--- config.mk ---
export PLATFORM = sky130hd
export DESIGN_NAME = spram_arbiter
export DESIGN_NICKNAME = d
export VERILOG_FILES = /design/src/rtl/spram_arbiter.sv
export SDC_FILE = /design/constraint.sdc
export NUM_CORES = 1
export LEC_CHECK = 0
export ABC_AREA = 1
export ABC_CLOCK_PERIOD_IN_PS = 3700
export CAP_MARGIN = 20
export CORE_UTILIZATION = 45
export CTS_CLUSTER_DIAMETER = 30
export DETAILED_ROUTE_END_ITERATION = 10
export GPL_ROUTABILITY_DRIVEN = 0
export HOLD_SLACK_MARGIN = 0.1
export PLACE_DENSITY_LB_ADDON = 0.3
export SYNTH_ARGS = -nofsm -noshare
export SYNTH_HDL_FRONTEND = slang
export SYNTH_SLANG_ARGS = --single-unit
--- constraint.sdc ---
create_clock -name clock -period 3.7 [get_ports clock]
set_clock_uncertainty 0.2 [all_clocks]
set_input_delay 0.74 -clock clock [delete_from_list [all_inputs] [get_ports clock]]
set_output_delay 0.74 -clock clock [all_outputs]
set_load 0.1 [all_outputs]
--- src/rtl/spram_arbiter.sv ---
// spram_arbiter
//   Shares one single-port, output-registered block RAM between two
//   independent requesters (A and B). Each access runs IDLE -> ACCESS -> DATA:
//   the winner's wren/address/data are latched at the grant edge, the RAM
//   samples them at the end of ACCESS, and ram_q is captured into q_x at the
//   end of DATA together with a one-cycle ack_x pulse.
//
// Ports
//   clock, reset_n                 single clock, asynchronous active-low reset
//   req_x, wren_x                  level request and write(1)/read(0) select
//   address_x, data_x              access fields, sampled at the grant edge
//   ack_x                          one-cycle completion pulse
//   q_x                            read data, held until x's next completion
//   ram_wren/ram_address/ram_data  registered RAM port controls
//   ram_q                          RAM output (registered inside the RAM)
//   busy                           high whenever the FSM is not IDLE
module spram_arbiter #(
    parameter int WIDTH      = 16,
    parameter int WIDTHAD    = 10,
    parameter int PRIORITY_A = 0
) (
    input  logic               clock,
    input  logic               reset_n,
    input  logic               req_a,
    input  logic               wren_a,
    input  logic [WIDTHAD-1:0] address_a,
    input  logic [WIDTH-1:0]   data_a,
    output logic               ack_a,
    output logic [WIDTH-1:0]   q_a,
    input  logic               req_b,
    input  logic               wren_b,
    input  logic [WIDTHAD-1:0] address_b,
    input  logic [WIDTH-1:0]   data_b,
    output logic               ack_b,
    output logic [WIDTH-1:0]   q_b,
    output logic               ram_wren,
    output logic [WIDTHAD-1:0] ram_address,
    output logic [WIDTH-1:0]   ram_data,
    input  logic [WIDTH-1:0]   ram_q,
    output logic               busy
);

    localparam logic [1:0] S_IDLE   = 2'd0;
    localparam logic [1:0] S_ACCESS = 2'd1;
    localparam logic [1:0] S_DATA   = 2'd2;

    // Grant encoding: 0 = A, 1 = B.
    localparam logic GRANT_A = 1'b0;
    localparam logic GRANT_B = 1'b1;

    logic [1:0]         state_q,       state_d;
    logic               grant_q,       grant_d;
    logic               last_grant_q,  last_grant_d;
    logic               ack_a_q,       ack_a_d;
    logic               ack_b_q,       ack_b_d;
    logic [WIDTH-1:0]   q_a_q,         q_a_d;
    logic [WIDTH-1:0]   q_b_q,         q_b_d;
    logic               ram_wren_q,    ram_wren_d;
    logic [WIDTHAD-1:0] ram_address_q, ram_address_d;
    logic [WIDTH-1:0]   ram_data_q,    ram_data_d;
    logic               busy_q,        busy_d;

    logic elig_a, elig_b, pick_b;

    // A requester is masked during its own ack cycle so that a req held
    // across the ack is not immediately re-granted for the same access.
    assign elig_a = req_a & ~ack_a_q;
    assign elig_b = req_b & ~ack_b_q;

    // B wins if it is the only eligible requester, or on a tie when
    // round-robin is selected and A was served last.
    assign pick_b = elig_b & (~elig_a |
                    ((PRIORITY_A == 0) && (last_grant_q == GRANT_A)));

    always_comb begin
        state_d       = state_q;
        grant_d       = grant_q;
        last_grant_d  = last_grant_q;
        ack_a_d       = 1'b0;
        ack_b_d       = 1'b0;
        q_a_d         = q_a_q;
        q_b_d         = q_b_q;
        ram_wren_d    = ram_wren_q;
        ram_address_d = ram_address_q;
        ram_data_d    = ram_data_q;

        case (state_q)
            S_IDLE: begin
                ram_wren_d = 1'b0;
                if (elig_a | elig_b) begin
                    grant_d       = pick_b;
                    last_grant_d  = pick_b;
                    ram_wren_d    = pick_b ? wren_b    : wren_a;
                    ram_address_d = pick_b ? address_b : address_a;
                    ram_data_d    = pick_b ? data_b    : data_a;
                    state_d       = S_ACCESS;
                end
            end
            S_ACCESS: begin
                // RAM samples the port at this edge; only one write cycle.
                ram_wren_d = 1'b0;
                state_d    = S_DATA;
            end
            S_DATA: begin
                if (grant_q == GRANT_B) begin
                    q_b_d   = ram_q;
                    ack_b_d = 1'b1;
                end else begin
                    q_a_d   = ram_q;
                    ack_a_d = 1'b1;
                end
                state_d = S_IDLE;
            end
            default: begin
                ram_wren_d = 1'b0;
                state_d    = S_IDLE;
            end
        endcase

        busy_d = (state_d != S_IDLE);
    end

    always_ff @(posedge clock or negedge reset_n) begin
        if (!reset_n) begin
            state_q       <= S_IDLE;
            grant_q       <= GRANT_A;
            last_grant_q  <= GRANT_B;
            ack_a_q       <= 1'b0;
            ack_b_q       <= 1'b0;
            q_a_q         <= '0;
            q_b_q         <= '0;
            ram_wren_q    <= 1'b0;
            ram_address_q <= '0;
            ram_data_q    <= '0;
            busy_q        <= 1'b0;
        end else begin
            state_q       <= state_d;
            grant_q       <= grant_d;
            last_grant_q  <= last_grant_d;
            ack_a_q       <= ack_a_d;
            ack_b_q       <= ack_b_d;
            q_a_q         <= q_a_d;
            q_b_q         <= q_b_d;
            ram_wren_q    <= ram_wren_d;
            ram_address_q <= ram_address_d;
            ram_data_q    <= ram_data_d;
            busy_q        <= busy_d;
        end
    end

    assign ack_a       = ack_a_q;
    assign ack_b       = ack_b_q;
    assign q_a         = q_a_q;
    assign q_b         = q_b_q;
    assign ram_wren    = ram_wren_q;
    assign ram_address = ram_address_q;
    assign ram_data    = ram_data_q;
    assign busy        = busy_q;

endmodule

==> out/results.txt, run 1 <==
Worst R2R Start: ack_b$_DFF_PN0_
CTS tree: built
DRC viols: 0
DP HPWL: 5.549 mm
die height: 83.78 um
via count: 2929
vias per cell: 4.939
Cell Chain, Critical Path: clkdlybuf4s50_1
CTS buffer count: 9
I/O pin count: 136
Clock Sinks: 66
initial antenna violation count: 0
CP Class: flop to primary output
CP max FO: 2
# H-tree levels: 3
global-route wire length before repair: 13.32 mm
CTS max path bufs: 2
post-route ant nets: 0
Worst slew margin: 0.3225
Worst Path Buf+Inv: 1
count leader, synth: nand2_1
vias in the first global route: 2881
CP arrival: 1.87 ns
DR iter-0 viols: 156
CTS resizes: 0
pin count of the biggest net entering global routing: 49
reg-to-reg slack, setup: 1.84 ns
ys async rst share: 1.000
synth warn: 0
Core Area: 6386 sq um
post-synth top area cell: dfrtp_1
multi-input logic area: 950.9 sq um
Rows: 29
Final nets: 585
Synth top area share: 0.5405
Initial Utilization: 0.4712
WP depth: 1
mapped cell area: 3009 sq um
antenna fix cells: 0
slowest cell on the critical path: clkdlybuf4s50_1
Worst R2R End: ram_address[9]$_DFFE_PN0P_
CP delay by family, top: buffers and inverters
Syn Nets: 450
Seq/Total Area, Yosys: 0.5493
max-cap viol count: 0
layout cells sized above 1: 0.07364
Fmax: 0.3558 GHz
Worst Setup EP: q_b[1]
Post-synth EDFFs: 0
Clock Latency Late Sink: 0.34 ns
Mapped Avg Cell Area: 8.003 sq um
top_reg_cell synth: dfrtp_1
worst reg2reg path depth: 6
CP Launch Type: flop
Post-CTS Setup Bufs: 0
status: completed
input/output buffers: 135
hold slack final: 0.1355 ns
final setup fails: 0
gr usage total: 0.2385
Final Slew Violations: 0
grt ovf: 0
Die W: 83.78 um
P&R area growth vs syn: 52.18%
final hold vios: 0
CP endpoint kind: primary output
Worst Hold Class: input port to asynchronous set/reset pin
post-place setup slack: 1.037 ns
Worst setup startpoint: q_b[1]$_DFFE_PN0P_
Commonest cells post-synth: nand2_1 (117), inv_1 (78), dfrtp_1 (65)
hold_buf cts: 0
Slew @ Worst Pin: 1.013 ns
flops & latches, synth: 66
min Tclk post-route: 2.811 ns
Root Driver: clkbuf_8
ranking of synthesized cells by area: dfrtp_1 (54%), nand2_1 (15%), inv_1 (9.7%)
Worst-path clk slew: 0.07 ns
Post-Synthesis Cells: 376
drt pass-1 iters: 4
Routed WL: 7.972 mm
CP Data Required Time: 2.76 ns
post-route setup TNS: 0 ns
total die area: 7018 sq um
maximum single-stage delay on the critical path: 1.17 ns
Netlist cell types: 16
drt wl/cell: 13.44 um
fill count: 494
sequential cell area: 1653 sq um
unrepaired setup endpoints after global routing: no
Worst Setup Slack, final: 0.8891 ns
fin crit share: 0.7597
==> area by class of cell <==
| class | count | area share |
|---|---|---|
| Sequential cell | 66 | 0.3609 |
| Timing Repair Buffer | 141 | 0.3027 |
| Multi-Input combinational cell | 214 | 0.2077 |
| Inverter | 79 | 0.06530 |
| Clock buffer | 9 | 0.02705 |
| Tap cell | 77 | 0.02104 |
| Clock inverter | 7 | 0.01530 |
==> per-stage QoR <==
step           utilization  area (sq um)  std cells
2_1_floorplan            -          3009        376
3_3_place_gp        0.6820          4355        575
3_5_place_dp        0.6820          4355        575
4_1_cts             0.7124          4549        591
5_1_grt             0.7171          4579        593
6_report            0.7171          4579        593
==> cells by family (layout without fill, tap and decap cells) <==
kind of cell | after synthesis | after routing | share of synthesized area
AO/OA/AOI/OAI | 35 | 35 | 0.06195
AND/OR/NAND/NOR | 179 | 179 | 0.2541
flip-flops | 66 | 66 | 0.5493
buffers and inverters | 96 | 236 | 0.1347
==> worst min-delay path by stage <==
stage,start,end,slack [ns],cells past startpoint
final,reset_n,ram_data[6]$_DFFE_PN0P_,0.14,1
after global routing,reset_n,ram_data[6]$_DFFE_PN0P_,0.15,1
after CTS,reset_n,ram_data[0]$_DFFE_PN0P_,0.14,1
after detailed placement,last_grant_q$_DFFE_PN1P_,last_grant_q$_DFFE_PN1P_,0.26,2
after global placement,last_grant_q$_DFFE_PN1P_,last_grant_q$_DFFE_PN1P_,0.26,2
after floorplan,reset_n,ack_a$_DFF_PN0_,0.24,0
==> flip-flops by register name (all words and copies together), names as in the netlist, 2 cells and up <==
name and flops:
q_a 16, q_b 16, ram_data 16, ram_address 10
state_q 2
==> layer usage <==
layer  vias up  global-route usage  wire length (um)
met4         0             0.08783               164
met5         -                   0                 0
li1       1407                   -                 -
met3        16             0.06034               598
met2       132              0.3962              3928
met1      1374              0.3017              3281
==> layout by cell type, fill, tap and decap left out <==
master and count:
a21oi_4 1, buf_2 1, buf_4 12, buf_8 2, bufinv_16 1, clkbuf_8 9
clkdlybuf4s50_1 126, clkinv_2 2, clkinvlp_4 4, dfrtp_1 65, dfstp_2 1, inv_1 78
inv_4 1, nand2_1 117, nand2_2 1, nand3_1 57, nand3_2 1, nor2_1 1
nor2_4 1, o21ai_0 34, or2_4 1
Power of run 1 is not shown: default switching activity piles up to over one toggle a cycle in this logic, so the estimate is an artifact.
==> run 2, diff against run 1 <==
--- a/config.mk
+++ b/config.mk
@@ -6,9 +6,9 @@
 export NUM_CORES = 1
 export LEC_CHECK = 0
 export ABC_AREA = 1
-export ABC_CLOCK_PERIOD_IN_PS = 3700
+export ABC_CLOCK_PERIOD_IN_PS = 2350
 export CAP_MARGIN = 20
-export CORE_UTILIZATION = 45
+export CORE_UTILIZATION = 38
 export CTS_CLUSTER_DIAMETER = 30
 export DETAILED_ROUTE_END_ITERATION = 10
 export GPL_ROUTABILITY_DRIVEN = 0
==> constraint.sdc (replaced) <==
create_clock -name clock -period 2.35 [get_ports clock]
set_clock_uncertainty 0.2 [all_clocks]
set_input_delay 0.47 -clock clock [delete_from_list [all_inputs] [get_ports clock]]
set_output_delay 0.47 -clock clock [all_outputs]
set_load 0.1 [all_outputs]
==> out/results.txt, run 2 (same netlist as run 1, synthesis figures left out) <==
Fmax: 0.5708 GHz
DR iter-0 viols: 91
Worst Path Buf+Inv: 1
Rows: 32
CP Class: flop to primary output
Routed WL: 7.719 mm
die height: 90.99 um
drt wl/cell: 12.39 um
CP Launch Type: flop
CP Data Required Time: 1.68 ns
DRC viols: 0
Worst Hold Class: input port to asynchronous set/reset pin
final setup fails: 0
Clock Sinks: 66
grt ovf: 0
I/O pin count: 136
hold slack final: 0.2776 ns
Final Util: 0.5872
CTS max path bufs: 2
slowest cell on the critical path: dfrtp_1
global-route wire length before repair: 13.20 mm
gr usage total: 0.2012
total die area: 8278 sq um
multi-input logic area: 950.9 sq um
# H-tree levels: 3
most frequent cells in the layout: nand2_1 (117), inv_1 (78), clkdlybuf4s50_1 (72), buf_4 (70), dfrtp_1 (65)
CP arrival: 1.08 ns
Slew @ Worst Pin: 0.3041 ns
fill count: 694
pin count of the biggest net entering global routing: 43
unrepaired setup endpoints after global routing: no
Clock Latency Late Sink: 0.33 ns
status: completed
Cell Chain, Critical Path: buf_4
Initial Utilization: 0.3914
Die W: 90.99 um
post-route ant nets: 0
final hold vios: 0
min Tclk post-route: 1.752 ns
vias in the first global route: 2847
CP max FO: 3
maximum single-stage delay on the critical path: 0.42 ns
post-route setup TNS: 0 ns
layout cells sized above 1: 0.1804
CTS tree: built
P&R area growth vs syn: 50.02%
CP endpoint kind: primary output
max-cap viol count: 0
commonest non-fill, non-tap cell in the layout: nand2_1
initial antenna violation count: 0
Final Slew Violations: 0
drt pass-1 iters: 4
CTS resizes: 0
CP delay by family, top: flip-flops
sequential cell area: 1653 sq um
Root Driver: clkbuf_8
Worst slew margin: 0.7973
input/output buffers: 135
antenna fix cells: 0
Final nets: 590
fin crit share: 0.7455
vias per cell: 4.543
Core Area: 7687 sq um
CTS buffer count: 9
DP HPWL: 5.450 mm
Worst-path clk slew: 0.07 ns
via count: 2830
[run 2: worst reg2reg max path, stage by stage, from the launching register on]
cell and delay [ns]:
dfrtp_1 0.43, or2_4 0.26, a21oi_4 0.26, buf_4 0.29, nand3_1 0.11, nand2_1 0.07
[run 2: worst paths after layout]
check | from | endpoint | slack [ns] | cells past startpoint
max in group asynchronous | reset_n | q_a[5]$_DFFE_PN0P_ | 1.17 | 3
hold reg to reg | last_grant_q$_DFFE_PN1P_ | last_grant_q$_DFFE_PN1P_ | 0.28 | 2
setup / recovery | ack_b$_DFF_PN0_ | ack_b | 0.60 | 1
min in group clock | last_grant_q$_DFFE_PN1P_ | last_grant_q$_DFFE_PN1P_ | 0.28 | 2
hold / removal | reset_n | ram_data[3]$_DFFE_PN0P_ | 0.28 | 2
setup reg to reg | state_q[1]$_DFF_PN0_ | ram_address[5]$_DFFE_PN0P_ | 0.68 | 5
[run 2: final cells by class]
cell class | instances | share of cell area
clock inverter | 2 | 0.002217
clock buffer | 14 | 0.03825
timing repair buffer | 146 | 0.2882
multi-input combinational | 214 | 0.2106
inverter | 79 | 0.06624
sequential | 66 | 0.3661
tap | 102 | 0.02827
[run 2: metal layers]
| metal | wire, um | part of all wire | GRT usage |
|---|---|---|---|
| met1 | 3419 | 0.44 | 0.2557 |
| met2 | 3622 | 0.47 | 0.3327 |
| met3 | 575 | 0.074 | 0.04858 |
| met4 | 103 | 0.013 | 0.07540 |
| met5 | 0 | 0 | 0 |
[run 2: timing repair]
action | in CTS | in global routing
buffers inserted | 0 | 0
endpoints found under the setup margin | 0 | 0
hold buffers | 1 | 0
endpoints found under the hold margin | 65 | 0
[run 2: metrics by stage]
stage | std cells | instance area, sq um | setup WS (ns)
after floorplan | 376 | 3009 | 0.2970
after global placement | 606 | 4322 | 0.3156
after detailed placement | 606 | 4322 | 0.2763
after CTS | 623 | 4514 | 0.5788
after global routing | 623 | 4514 | 0.4837
final | 623 | 4514 | 0.5982
Power of run 2 is left out for the same reason.
